$ cat config.mk
export PLATFORM = sky130hd
export DESIGN_NAME = seven_segment_reader
export DESIGN_NICKNAME = d
export VERILOG_FILES = /design/src/rtl/sevseg_pkg.sv /design/src/rtl/sevseg_glyph_decode.sv /design/src/rtl/seven_segment_reader.sv
export SDC_FILE = /design/constraint.sdc
export NUM_CORES = 1
export LEC_CHECK = 0
export ABC_AREA = 1
export BUFFER_PORTS_ARGS = -buffer_cell sky130_fd_sc_hd__buf_2
export CORE_UTILIZATION = 45
export DETAILED_ROUTE_END_ITERATION = 8
export GPL_TIMING_DRIVEN = 0
export SKIP_LAST_GASP = 1
export SLEW_MARGIN = 20
export SYNTH_ARGS = -nofsm -noshare
export SYNTH_HDL_FRONTEND = slang
export SYNTH_SLANG_ARGS = --single-unit
$ cat constraint.sdc
create_clock -name clk -period 2 [get_ports clk]
set_clock_uncertainty 0.05 [all_clocks]
set_input_delay 0.4 -clock clk [delete_from_list [all_inputs] [get_ports clk]]
set_output_delay 0.4 -clock clk [all_outputs]
set_load 0.1 [all_outputs]
$ cat src/rtl/sevseg_pkg.sv
// Shared definitions for the 7-segment display reader: glyph patterns (active-low,
// bits 6:0 = g..a), decoded code values and the capture FSM state type.
package sevseg_pkg;

  localparam logic [6:0] GLYPH_0     = 7'b1000000;
  localparam logic [6:0] GLYPH_1     = 7'b1111001;
  localparam logic [6:0] GLYPH_2     = 7'b0100100;
  localparam logic [6:0] GLYPH_3     = 7'b0110000;
  localparam logic [6:0] GLYPH_4     = 7'b0011001;
  localparam logic [6:0] GLYPH_5     = 7'b0010010;
  localparam logic [6:0] GLYPH_6     = 7'b0000010;
  localparam logic [6:0] GLYPH_7     = 7'b1111000;
  localparam logic [6:0] GLYPH_8     = 7'b0000000;
  localparam logic [6:0] GLYPH_9     = 7'b0011000;
  localparam logic [6:0] GLYPH_A     = 7'b0001000;
  localparam logic [6:0] GLYPH_B     = 7'b0000011;
  localparam logic [6:0] GLYPH_U     = 7'b1100011;
  localparam logic [6:0] GLYPH_BLANK = 7'b1111111;
  localparam logic [6:0] GLYPH_F     = 7'b0001110;

  // U and blank reuse the otherwise unused hex codes; E is never produced.
  localparam logic [3:0] CODE_U     = 4'hC;
  localparam logic [3:0] CODE_BLANK = 4'hD;
  localparam logic [3:0] CODE_F     = 4'hF;
  localparam logic [3:0] CODE_ERR   = 4'h0;

  typedef enum logic [1:0] {
    IDLE     = 2'd0,
    SETTLE   = 2'd1,
    WAIT_CHG = 2'd2
  } state_e;

endpackage

$ cat src/rtl/sevseg_glyph_decode.sv
// Combinational glyph decoder: active-low segment pattern -> 4-bit code plus error flag.
module sevseg_glyph_decode
  import sevseg_pkg::*;
(
  input  logic [6:0] seg_n,
  output logic [3:0] code,
  output logic       err
);

  always_comb begin
    code = CODE_ERR;
    err  = 1'b0;
    case (seg_n)
      GLYPH_0:     code = 4'h0;
      GLYPH_1:     code = 4'h1;
      GLYPH_2:     code = 4'h2;
      GLYPH_3:     code = 4'h3;
      GLYPH_4:     code = 4'h4;
      GLYPH_5:     code = 4'h5;  // S glyph is identical to 5
      GLYPH_6:     code = 4'h6;
      GLYPH_7:     code = 4'h7;
      GLYPH_8:     code = 4'h8;
      GLYPH_9:     code = 4'h9;
      GLYPH_A:     code = 4'hA;
      GLYPH_B:     code = 4'hB;
      GLYPH_U:     code = CODE_U;
      GLYPH_BLANK: code = CODE_BLANK;
      GLYPH_F:     code = CODE_F;
      default:     err  = 1'b1;
    endcase
  end

endmodule

$ cat src/rtl/seven_segment_reader.sv
// Receive side of a multiplexed 7-segment bus: syncs, waits for each dwell to settle,
// decodes glyphs and hands off full frames. Define SEVSEG_READER_DP_EN to capture DP.
module seven_segment_reader
  import sevseg_pkg::*;
#(
  parameter int NUM_DIGITS    = 4,
  parameter int SETTLE_CYCLES = 4,
  parameter int SYNC_STAGES   = 2
) (
  input  logic                    clk,
  input  logic                    rst_n,
  input  logic [7:0]              segment,
  input  logic [NUM_DIGITS-1:0]   anode,
  output logic [4*NUM_DIGITS-1:0] digits,
  output logic [NUM_DIGITS-1:0]   dp,
  output logic [NUM_DIGITS-1:0]   glyph_err,
  output logic                    frame_valid,
  input  logic                    frame_ready,
  output logic                    overrun
);

`ifdef SEVSEG_READER_DP_EN
  localparam int SEG_W = 8;
`else
  localparam int SEG_W = 7;
  logic unused_dp;
  assign unused_dp = segment[7];
`endif
  localparam int IN_W = NUM_DIGITS + SEG_W;
  localparam int CW   = $clog2(SETTLE_CYCLES + 1);

  // ---- input synchronizer ----
  logic [SYNC_STAGES-1:0][IN_W-1:0] sync_q, sync_d;
  logic [IN_W-1:0]       in_s, prev_q, prev_d;
  logic [NUM_DIGITS-1:0] an_s, an_low;
  logic [SEG_W-1:0]      seg_s;

  always_comb begin
    sync_d[0] = {anode, segment[SEG_W-1:0]};
    for (int i = 1; i < SYNC_STAGES; i++) sync_d[i] = sync_q[i-1];
  end

  assign in_s   = sync_q[SYNC_STAGES-1];
  assign an_s   = in_s[IN_W-1:SEG_W];
  assign seg_s  = in_s[SEG_W-1:0];
  assign an_low = ~an_s;
  assign prev_d = in_s;

  logic an_ok, an_chg, same;
  assign an_ok  = (an_low != '0) && ((an_low & (an_low - 1'b1)) == '0);
  assign an_chg = an_s != prev_q[IN_W-1:SEG_W];
  assign same   = in_s == prev_q;

  // ---- capture FSM ----
  state_e          state_q, state_d;
  logic [CW-1:0]   cnt_q, cnt_d, cnt_inc;
  logic            capture;

  always_ff @(posedge clk or negedge rst_n) begin
    if (!rst_n) state_q <= IDLE;
    else        state_q <= state_d;
  end

  always_comb begin
    state_d = state_q;
    if (!an_ok) state_d = IDLE;
    else begin
      case (state_q)
        IDLE:     state_d = SETTLE;
        SETTLE:   if (capture) state_d = WAIT_CHG;
        WAIT_CHG: if (an_chg)  state_d = SETTLE;
        default:  state_d = IDLE;
      endcase
    end
  end

  assign cnt_inc = cnt_q + 1'b1;

  always_comb begin
    capture = 1'b0;
    cnt_d   = '0;
    if (state_q == SETTLE && same) begin
      cnt_d   = cnt_inc;
      capture = an_ok && (cnt_inc == CW'(SETTLE_CYCLES));
    end
  end

  // ---- decode and staging ----
  logic [3:0] dec_code;
  logic       dec_err;

  sevseg_glyph_decode u_dec (
    .seg_n (seg_s[6:0]),
    .code  (dec_code),
    .err   (dec_err)
  );

  logic [NUM_DIGITS-1:0]      cap_mask, seen_q, seen_d;
  logic [NUM_DIGITS-1:0][3:0] stg_code_q, stg_code_d;
  logic [NUM_DIGITS-1:0]      stg_err_q, stg_err_d;
  logic frame_done, xfer, load, drop;

  assign cap_mask   = capture ? an_low : '0;
  assign frame_done = &seen_q;
  assign xfer       = frame_valid & frame_ready;
  assign load       = frame_done & (~frame_valid | xfer);
  assign drop       = frame_done & frame_valid & ~frame_ready;

  always_comb begin
    stg_code_d = stg_code_q;
    stg_err_d  = stg_err_q;
    for (int i = 0; i < NUM_DIGITS; i++) begin
      if (cap_mask[i]) begin
        stg_code_d[i] = dec_code;
        stg_err_d[i]  = dec_err;
      end
    end
    // A capture landing on the completion cycle starts the next frame.
    seen_d = (frame_done ? '0 : seen_q) | cap_mask;
  end

  // ---- output registers ----
  logic [4*NUM_DIGITS-1:0] digits_q, digits_d;
  logic [NUM_DIGITS-1:0]   err_q, err_d;
  logic                    fv_q, fv_d, ov_q, ov_d;

  always_comb begin
    digits_d = load ? stg_code_q : digits_q;
    err_d    = load ? stg_err_q  : err_q;
    fv_d     = load ? 1'b1 : (xfer ? 1'b0 : fv_q);
    ov_d     = drop ? 1'b1 : (xfer ? 1'b0 : ov_q);
  end

  always_ff @(posedge clk or negedge rst_n) begin
    if (!rst_n) begin
      sync_q     <= '0;
      prev_q     <= '0;
      cnt_q      <= '0;
      seen_q     <= '0;
      stg_code_q <= '0;
      stg_err_q  <= '0;
      digits_q   <= '0;
      err_q      <= '0;
      fv_q       <= 1'b0;
      ov_q       <= 1'b0;
    end else begin
      sync_q     <= sync_d;
      prev_q     <= prev_d;
      cnt_q      <= cnt_d;
      seen_q     <= seen_d;
      stg_code_q <= stg_code_d;
      stg_err_q  <= stg_err_d;
      digits_q   <= digits_d;
      err_q      <= err_d;
      fv_q       <= fv_d;
      ov_q       <= ov_d;
    end
  end

`ifdef SEVSEG_READER_DP_EN
  logic [NUM_DIGITS-1:0] stg_dp_q, stg_dp_d, dp_q, dp_d;

  always_comb begin
    stg_dp_d = stg_dp_q;
    for (int i = 0; i < NUM_DIGITS; i++)
      if (cap_mask[i]) stg_dp_d[i] = ~seg_s[7];
    dp_d = load ? stg_dp_q : dp_q;
  end

  always_ff @(posedge clk or negedge rst_n) begin
    if (!rst_n) begin
      stg_dp_q <= '0;
      dp_q     <= '0;
    end else begin
      stg_dp_q <= stg_dp_d;
      dp_q     <= dp_d;
    end
  end

  assign dp = dp_q;
`else
  assign dp = '0;
`endif

  assign digits      = digits_q;
  assign glyph_err   = err_q;
  assign frame_valid = fv_q;
  assign overrun     = ov_q;

endmodule

Word level (Yosys, flattened, before mapping)

Cells that the tools add are included.

Shift-type cells: 0
Divide/modulo/power cells: 0
Eq/ne operators: 21
Add/sub/neg operators: 2
Muxes and demuxes: 13
Multiply operators: 0
Bitwise gates (word level): 10
Magnitude comparators: 0
Reductions and logical operators: 12

Operators with widths:

| operator                                            | number |
|---|---|
| one-hot mux 4 bit (14 select lines)                 | 1 |
| equality test 7 bit, second input constant          | 5 |
| equality test 7 x 5 -> 1 bit, second input constant | 3 |
| OR reduction 15 bit                                 | 1 |
| equality test 7 x 2 -> 1 bit, second input constant | 2 |
| equality test 7 x 4 -> 1 bit, second input constant | 2 |
| equality test 7 x 6 -> 1 bit, second input constant | 2 |
| equality test 11 bit                                | 1 |
| two-way mux 4 bit                                   | 2 |
| logical NOT 7 bit                                   | 1 |
| two-way mux 2 bit                                   | 3 |
| inequality test 3 bit, second input constant        | 2 |
| one-hot mux 2 bit (3 select lines)                  | 1 |
| two-way mux 1 bit                                   | 5 |
| bitwise AND 1 bit                                   | 4 |
| bitwise AND 4 bit                                   | 1 |
| logical NOT 4 bit                                   | 1 |
| inequality test 4 bit                               | 1 |
| inverter 4 bit                                      | 1 |
| bitwise OR 4 bit                                    | 1 |
| AND reduction 4 bit                                 | 1 |
| nonzero test 2 bit                                  | 2 |
| nonzero test 4 bit                                  | 1 |
| subtractor 4 x 1 -> 4 bit, second input constant    | 1 |
| other kinds (10)                                    | 13 |

Output and inout bits: 26
Bits in read-only memories: 0
RAM bits: 0
Bits in latches: 0
Memories: 0
Input bits: 15
Register bits after elaboration: 84

Logic depth before layout (Yosys ltp)

Gate-level depths: netlist of the first run.

Depth after elaboration: 10
Depth in mapped cells: 11

Hierarchy

A second synthesis of the first run with hierarchy kept.

Cells, all modules: 432
Area total of the unflattened synthesis: 3753.6 um^2

By module, submodules not included:

| module               | area each (um^2) | times used | cells an instance |
|---|---|---|---|
| seven_segment_reader | 3377.0           | 1          | 352 |
| sevseg_glyph_decode  | 376.6            | 1          | 80 |

Least setup slack after synthesis of the first run

OpenSTA, ideal clock, no wires.

Kind: register to register
Start: reg fv_q (netlist: frame_valid)
End: reg digits_q[0] (netlist: digits[0])
Required time: 1.883 ns
Library setup time: 0.067 ns
Path slack: 0.192 ns
Stages on the path, launching flop included: 6
Data arrival time: 1.691 ns
Cell sequence: dfrtp_1 > nand2_1 > nand2_1 > clkbuf_1 > nand2_1 > nand2_1

Cells in the longest elaborated chain, start to end: 3

Ends and longest elaborated chain:

| element                                             | RTL line                                                 | source |
|---|---|---|
| start: declaration                                  | seven_segment_reader.sv:125                              | `logic fv_q, fv_d, ov_q, ov_d;` |
| start signal: assignment                            | seven_segment_reader.sv:155                              | `fv_q <= fv_d;` |
| bitwise AND 1 bit or inverter 1 bit (tied branches) | seven_segment_reader.sv:105, seven_segment_reader.sv:106 |  |
| bitwise OR 1 bit *                                  | seven_segment_reader.sv:106                              | `assign load = frame_done & (~frame_valid \| xfer);` |
| bitwise AND 1 bit *                                 | seven_segment_reader.sv:106                              |  |
| end signal: assignment                              | seven_segment_reader.sv:153                              | `digits_q <= digits_d;` |
| end: declaration                                    | seven_segment_reader.sv:123                              | `logic [4*NUM_DIGITS-1:0] digits_q, digits_d;` |

Every way passes the cells marked *; elsewhere a longest branch is shown, timed or not.
A chain may end at the register's enable or synchronous reset.

Final worst setup path of the first run

Start: reg sync_q (netlist bit in_s[3])
End: reg stg_err_q[0]

Cells in the longest elaborated chain, start to end: 4

Ends and longest elaborated chain:

| element                                                                     | RTL line                    | source |
|---|---|---|
| start: declaration                                                          | seven_segment_reader.sv:33  | `logic [SYNC_STAGES-1:0][IN_W-1:0] sync_q, sync_d;` |
| start signal: assignment                                                    | seven_segment_reader.sv:147 | `sync_q <= sync_d;` |
| parallel branches: the longest is 4 deep, another holds OR reduction 15 bit | --                          |  |
| end signal: assignment                                                      | seven_segment_reader.sv:152 | `stg_err_q <= stg_err_d;` |
| end: declaration                                                            | seven_segment_reader.sv:100 | `logic [NUM_DIGITS-1:0] stg_err_q, stg_err_d;` |

Several ways; the timed one is not identified.

==> impl_metrics.ini, run 1 <==
[run_status]
outcome = completed

[placed_design]
routabilityCongestion = 0.810
dpl_worst_slack_ns = 0.254
dp.final_hpwl_um = 4330
io_buffer_count = 35
numPlacedInstances = 532

[global_route]
grt_antenna_before_repair = 0
number_of_global_route_vias_before_repair = 2323
global_route.overflow_total = 0
grt_start_max_net_pins = 44
global_route.usage.total_pct = 16.4
first_pass_grt_wire_length_um = 10500

[die]
die_height_um = 90.0
io-pin-count = 41
core_region_area_mm2 = 0.00737
die_area_mm2 = 0.00810
floorplan.rows = 31
initial_utilization_pct = 47.3
overall_die_width_um = 90.0

[clock_network]
cts_tree = built
cts_post_setup_buffers_inserted = 0
clk-insertion-delay-late_ns = 0.34
clkTransAtPathRegs_ns = 0.08
post_cts_resized = 0
cts.htree.levels = 3
cts-root-to-sink-buffers = 2
tritoncts.num_buffers = 9
cts_root_buffer = clkbuf_8
cts.sink_count = 84

[detailed_routing]
drtAntennaViolNets = 0
first_pass_iters = 4
drt-initial-drc-count = 110
route.detailed.vias_per_inst = 4.58
detail_route.wl_per_cell_um = 10.9
remaining_drc_errors = 0
routed-via-count = 2516
routed_wirelength_um = 6000

[worst_hold_path]
hold_end = sync_d[12]
timing.hold.worst.class = primary input to register
timing.hold.worst.start = segment[1]
timing.hold.worst_path_depth = 1

[worst_setup_path]
worst_setup_path_end_kind = register
highest_fanout_seen_on_the_critical_path = 7
req_time_crit_path_ns = 2.19
crit-reg2reg-capture = stg_err_q[0]
worstSetupStartpointType = register
worst-endpoint-arrival_ns = 1.98
r2r_start = in_s[3]
setup.worst_path.start = in_s[3]
criticalPathCategory = register to register
timing.reg2reg.setup_slack_ns = 0.21
path_depth_of_the_worst_reg2reg_path = 10

[pwr]
p_per_area_mw_per_mm2 = 778
power_leakage_nw = 2.25
report.power.total_w = 0.00313
max-vdd-ir-drop_v = 0.000393

[timing]
final-max-slew-violation-count = 0
post-route-min-period_ns = 1.79
rsz0062_at_grt = false
max_slew.worst_pin.slew_ns = 0.530
final-hold-violation-count = 0
final-setup-viol-count = 0
fmaxAchievable_mhz = 558
setup_ws_ns = 0.209
post-route-period-util_pct = 89.6
timing.slew.headroom_pct = 64.7
setup-tns-final_ns = 0

[yosys]
avgSynthCellArea_um2 = 8.84
synth-warning-count = 0
seq_area_frac_synth_pct = 60.3
postSynthCellCount = 394
number_of_register_bits_inferred_by_synthesis = 84
synth_cell_type_count = 24
netlist_area_mm2 = 0.00348

[final_layout]
fill_cells = 724
layoutNonFillerInstCount = 549
nNetsFinal = 462
sequential_cell_area_mm2 = 0.00210
n_antenna_cell = 0
flow.area_growth_from_synthesis_pct = 15.4
area_occupied_by_multi_input_gates_mm2 = 0.00121
fin_util_pct = 54.6
layout-drive-gt1-share_pct = 16.0

[job]
max_cap_viol_count = 0
-- power by group --
part / leakage, nW / total, W / switching, W / internal (W)
Clock: 0.100 / 0.00118 / 0.000568 / 0.000611
Combinational: 1.06 / 0.000185 / 0.000134 / 0.0000503
Sequential: 1.09 / 0.00176 / 0.0000302 / 0.00173
Total: 2.25 / 0.00313 / 0.000733 / 0.00239
-- cell families (layout without fill, tap and decap cells) --
| logic type | after synthesis | after routing | share of synthesized area [%] |
|---|---|---|---|
| xor+xnor | 1 | 1 | 0.251 |
| compound gates | 13 | 13 | 2.01 |
| simple gates | 249 | 249 | 31.4 |
| buf+inv | 44 | 97 | 5.17 |
| fa+ha+maj | 2 | 2 | 0.718 |
| other cells | 1 | 4 | 0.108 |
| flops | 84 | 84 | 60.3 |
-- per-stage QoR --
step | hold slack, ns | instance area (µm²)
after floorplan | 0.0544 | 3500
after global placement | 0.281 | 3790
after detailed placement | 0.287 | 3820
after CTS | 0.0929 | 4020
after global routing | 0.0799 | 4020
final | 0.108 | 4020
-- registers in the layout, indices dropped and copies added (netlist names) --
name / cells
prev_q: 11
seen_q: 4
glyph_err: 4
cnt_q: 3
state_q: 2
frame_valid: 1
overrun: 1
in_s: 11
stg_code_q: 16
digits: 16
stg_err_q: 4
sync_d: 11
-- Yosys cell counts (all sizes together) --
master	count	area, µm²
a21oi	4	20.0
xnor2	1	8.76
nand3	32	173
a21boi	1	7.51
nor2	34	191
clkbuf	6	22.5
o21a	1	7.51
nor4	1	21.3
o21ai	7	35.0
nand4	7	43.8
nor3	1	5.00
or2	1	6.26
ha	2	25.0
conb	1	3.75
dfrtp	84	2100
buf	4	30.0
nand2	173	654
inv	34	128
-- critical path, cell delays in order, from the launching register on --
cell     delay [ns]
dfrtp_1        0.45
nor2_1         0.18
inv_1          0.10
nor2_1         0.19
nand2_1        0.11
nand2_1        0.08
nor2_1         0.04
nand2_1        0.19
nor2_1         0.15
nand2_1        0.10
nand2_1        0.05
-- cell usage in the layout, fill, tap and decap left out, types with 4 or more instances in the layout --
cell type,instances
dfrtp_1,84
nand3_1,31
buf_2,34
inv_2,5
nor2_1,26
inv_1,29
o21ai_0,7
clkbuf_8,10
nand2_1,171
buf_4,5
a21oi_1,4
conb_1,4
nor2_4,6
clkbuf_1,8
nand4_1,7
-- timing repair --
| item | 4_1_cts | 5_1_grt |
|---|---|---|
| hold buffers | 1 | 0 |
| endpoints found under the setup margin | 0 | 0 |
| endpoints found under the hold margin | 20 | 0 |
-- per-layer routing --
layer  GRT usage [%]  routed length, µm  vias up
met4            4.70                 62        0
met5               0                  0        -
met3            4.31                211        8
met2            26.9               2700       45
li1                -                  -     1319
met1            21.4               3020     1144
-- area by class of cell --
type | instances | share of cell area (%)
flip-flops and latches | 84 | 52.3
well taps | 99 | 3.08
multi-input cells | 269 | 30.2
clock buffers | 12 | 3.61
inverters | 34 | 3.17
plain buffers | 10 | 1.31
clock inverters | 4 | 1.21
repair buffers | 37 | 5.16
-- worst max path at each step --
stage                               end  cells after the start
after floorplan               digits[0]                      5
after global placement        prev_q[9]                      1
after detailed placement   stg_err_q[3]                     10
after CTS                 stg_code_q[3]                      6
after global routing       stg_err_q[0]                     10
final                      stg_err_q[0]                     10
(Power assumes the default switching activity.)
==> run 2, diff against run 1 <==
- CTS_BUF_LIST: unset -> sky130_fd_sc_hd__clkbuf_2
==> impl_metrics.ini, run 2 (same netlist as run 1, synthesis figures left out) <==
[clock_network]
clkTransAtPathRegs_ns = 0.21
tritoncts.num_buffers = 9
cts.sink_count = 84
cts_tree = built
cts-root-to-sink-buffers = 2
cts.htree.levels = 3
cts_post_setup_buffers_inserted = 0
cts_root_buffer = clkbuf_2
clk-insertion-delay-late_ns = 0.51

[run_status]
outcome = completed

[worst_setup_path]
timing.reg2reg.setup_slack_ns = 0.21
cpLargestDelayFamily = buffers and inverters
worstSetupStartpointType = register
path_depth_of_the_worst_reg2reg_path = 10
max_stage_delay_ns = 0.44
r2r_start = in_s[3]
req_time_crit_path_ns = 1.55
highest_fanout_seen_on_the_critical_path = 4
worst-path-buf-inv = 1
slowest_stage = buf_2
worst-endpoint-arrival_ns = 1.36
critical_path_cell_sequence = buf_2
criticalPathCategory = register to output port
worst_setup_path_end_kind = output port
crit-reg2reg-capture = stg_err_q[0]

[worst_hold_path]
timing.hold.worst.class = register to register
timing.hold.worst.start = sync_d[18]
hold_end = in_s[7]
timing.hold.worst_path_depth = 0

[global_route]
global_route.usage.total_pct = 16.3
grt_start_max_net_pins = 44
first_pass_grt_wire_length_um = 10600
grt_antenna_before_repair = 0
number_of_global_route_vias_before_repair = 2421
global_route.overflow_total = 0

[detailed_routing]
routed_wirelength_um = 6020
detail_route.wl_per_cell_um = 10.7
route.detailed.vias_per_inst = 4.57
drt-initial-drc-count = 122
first_pass_iters = 4
remaining_drc_errors = 0
routed-via-count = 2561
drtAntennaViolNets = 0

[pwr]
report.power.total_w = 0.00280
p_per_area_mw_per_mm2 = 691
max-vdd-ir-drop_v = 0.000369
power_leakage_nw = 2.28

[timing]
final-setup-viol-count = 0
final.hold.worst_slack_ns = 0.325
setup-tns-final_ns = 0
post-route-min-period_ns = 1.81
final-max-slew-violation-count = 0
setup_ws_ns = 0.189
timing.slew.headroom_pct = 65.0
final-hold-violation-count = 0
max_slew.worst_pin.slew_ns = 0.525
post-route-period-util_pct = 90.5
fmaxAchievable_mhz = 552
rsz0062_at_grt = false

[placed_design]
dpl_worst_slack_ns = 0.254
dp.final_hpwl_um = 4330
io_buffer_count = 35
routabilityCongestion = 0.810

[final_layout]
leading_cell_types_in_the_layout_fill_and_taps_excluded = nand2_1 (171), dfrtp_1 (84), buf_2 (34), nand3_1 (31), inv_1 (29)
fill_cells = 718
layout-drive-gt1-share_pct = 15.8
flow.area_growth_from_synthesis_pct = 16.4
nNetsFinal = 474
n_antenna_cell = 0
most_common_library_cell_in_the_layout_ignoring_fill_and_taps = nand2_1

[die]
die_height_um = 90.0
io-pin-count = 41
core_region_area_mm2 = 0.00737
die_area_mm2 = 0.00810
overall_die_width_um = 90.0
floorplan.rows = 31
initial_utilization_pct = 47.3

[job]
max_cap_viol_count = 0
run 2: cell types whose count changed in the layout (fill, tap and decap cells not counted), sizes merged:
cell	delta
dlygate4sd3	+12
clkinv	+1
clkbuf	-1
run 2: worst max-delay path by stage:
stage                start      endpoint  slack (ns)  depth (start not counted)
2_1_floorplan  frame_valid     digits[0]        0.19                          5
3_3_place_gp         rst_n     prev_q[9]       -0.18                          1
3_5_place_dp       in_s[3]  stg_err_q[3]        0.25                         10
4_1_cts        frame_valid   frame_valid        0.15                          1
5_1_grt            in_s[5]  stg_err_q[0]       0.005                         10
6_report       frame_valid   frame_valid        0.19                          1
run 2: layer usage:
metal	track usage, %	routed length, µm	share of wire (%)	vias to the layer above
li1	-	-	-	1342
met1	21.0	3060	51	1156
met2	27.1	2680	44	53
met3	3.05	194	3.2	10
met4	7.12	87	1.4	0
met5	0	0	0	-
run 2: area by class of cell:
type,instances,area (µm²),area share [%]
well taps,99,124,3.05
clock buffers,11,55.1,1.36
flip-flops and latches,84,2100,51.8
multi-input cells,269,1210,29.9
plain buffers,10,52.6,1.30
repair buffers,49,328,8.08
inverters,34,128,3.15
clock inverters,5,52.6,1.30
run 2: what timing repair did:
item                      4_1_cts  5_1_grt
hold endpoints to repair       53        0
hold buffers                   13        0
resized for setup               0        0
run 2: through the flow:
step	instances	util, %	instance area [µm²]
6_report	561	55.0	4060
5_1_grt	561	55.0	4060
4_1_cts	561	55.0	4060
3_5_place_dp	532	51.8	3820
3_3_place_gp	531	51.5	3790
2_1_floorplan	397	-	3500
run 2: where the power goes:
group	total, W	switching [W]	internal (W)
logic	0.000201	0.000136	0.0000655
registers	0.00177	0.0000297	0.00174
clock network	0.000836	0.000542	0.000294
total	0.00280	0.000707	0.00210
==> run 3, diff against run 2 <==
- CORE_UTILIZATION: 45 -> 43
==> impl_metrics.ini, run 3 (same netlist as run 1, synthesis figures left out) <==
[run_status]
outcome = completed

[die]
die_height_um = 92.0
core_region_area_mm2 = 0.00777
initial_utilization_pct = 44.9
floorplan.rows = 32
overall_die_width_um = 92.0
die_area_mm2 = 0.00847
io-pin-count = 41

[global_route]
first_pass_grt_wire_length_um = 10600
number_of_global_route_vias_before_repair = 2374
grt_antenna_before_repair = 0
grt_start_max_net_pins = 60
global_route.usage.total_pct = 16.2
global_route.overflow_total = 0

[worst_setup_path]
worst_setup_path_endpoint = frame_valid
r2r_start = in_s[0]
path_depth_of_the_worst_reg2reg_path = 7
worst-path-buf-inv = 1
timing.reg2reg.setup_slack_ns = 0.26
highest_fanout_seen_on_the_critical_path = 4
worstSetupStartpointType = register
worst-endpoint-arrival_ns = 1.37
crit-reg2reg-capture = stg_code_q[13]
slowest_stage = buf_2
setup.worst_path.start = frame_valid
cpLargestDelayFamily = buffers and inverters
critical_path_cell_sequence = buf_2
worst_setup_path_end_kind = output port
max_stage_delay_ns = 0.44
worst-path-stages = 1
req_time_crit_path_ns = 1.55
criticalPathCategory = register to output port

[detailed_routing]
drtAntennaViolNets = 0
detail_route.wl_per_cell_um = 10.5
route.detailed.vias_per_inst = 4.56
first_pass_iters = 4
routed-via-count = 2570
routed_wirelength_um = 5930
remaining_drc_errors = 0
drt-initial-drc-count = 102

[placed_design]
io_buffer_count = 35
numPlacedInstances = 535
dp.final_hpwl_um = 4230
routabilityCongestion = 0.844
postPlaceCellArea_mm2 = 0.00383

[final_layout]
n_antenna_cell = 0
fin_area_mm2 = 0.00410
leading_cell_types_in_the_layout_fill_and_taps_excluded = nand2_1 (171), dfrtp_1 (84), buf_2 (34), nand3_1 (31), inv_1 (29)
layoutNonFillerInstCount = 564
most_common_library_cell_in_the_layout_ignoring_fill_and_taps = nand2_1
layout-drive-gt1-share_pct = 16.0
nNetsFinal = 474
fin_util_pct = 52.7
flow.area_growth_from_synthesis_pct = 17.6

[clock_network]
cts.htree.levels = 3
clk-insertion-delay-late_ns = 0.51
cts.sink_count = 84
cts_post_setup_buffers_inserted = 0
cts_tree = built
post_cts_resized = 0
cts-root-to-sink-buffers = 2
cts.hold.buffers_added = 13
cts_root_buffer = clkbuf_2
tritoncts.num_buffers = 9
clkTransAtPathRegs_ns = 0.22

[timing]
fmaxAchievable_mhz = 549
post-route-period-util_pct = 91.2
final-hold-violation-count = 0
final-setup-viol-count = 0
post-route-min-period_ns = 1.82
final.hold.worst_slack_ns = 0.248
rsz0062_at_grt = false
setup-tns-final_ns = 0
final-max-slew-violation-count = 0

[job]
max_cap_viol_count = 0

[pwr]
p_per_area_mw_per_mm2 = 721
max-vdd-ir-drop_v = 0.000402
power_leakage_nw = 2.29

[worst_hold_path]
timing.hold.worst.class = primary input to asynchronous set/reset pin
run 3: changes by cell type in the layout (fill, tap and decap cells not counted):
| cell | delta |
|---|---|
| bufinv_16 | +1 |
| buf_12 | -1 |
| clkinv_1 | -1 |
| clkbuf_2 | -1 |
| buf_16 | +1 |
| inv_6 | +1 |
run 3: report_power, final:
part           switching [W]  leakage, nW  total [W]  internal, W
combinational       0.000134         1.12   0.000202    0.0000671
clock               0.000562       0.0863   0.000984     0.000422
sequential         0.0000295         1.09    0.00177      0.00174
total               0.000726         2.29    0.00295      0.00223
run 3: layer usage:
layer  share of wire, %  wire [µm]  track usage (%)  vias to the layer above
met5                  0          0                0                        -
met4                2.4        143             8.85                        0
met3                2.8        169             3.65                       12
met2                 44       2630             25.4                       38
met1                 50       2990             20.9                     1178
li1                   -          -                -                     1342
run 3: how the worst min path moves through the flow:
stage	endpoint	cells after the start	slack, ns	from
floorplan	cnt_q[0]	0	0.05	rst_n
global placement	in_s[9]	0	0.28	sync_d[20]
detailed placement	digits[1]	1	0.28	rst_n
CTS	frame_valid	2	0.20	rst_n
global route	overrun	2	0.20	rst_n
finish	frame_valid	2	0.25	rst_n
run 3: per-stage QoR:
step | worst slack (ns) | total power [W]
6_report | 0.177 | 0.00295
5_1_grt | 0.0286 | 0.00309
4_1_cts | 0.118 | 0.00300
3_5_place_dp | 0.295 | 0.00198
3_3_place_gp | -0.174 | 0.00197
2_1_floorplan | 0.192 | 0.00191
run 3: final cells by class:
cell class / instances / area [µm²]
fillers: 726 / 3670
flip-flops and latches: 84 / 2100
multi-input cells: 269 / 1210
repair buffers: 49 / 335
inverters: 34 / 128
well taps: 102 / 128
clock inverters: 6 / 87.6
plain buffers: 10 / 52.6
clock buffers: 10 / 50.0
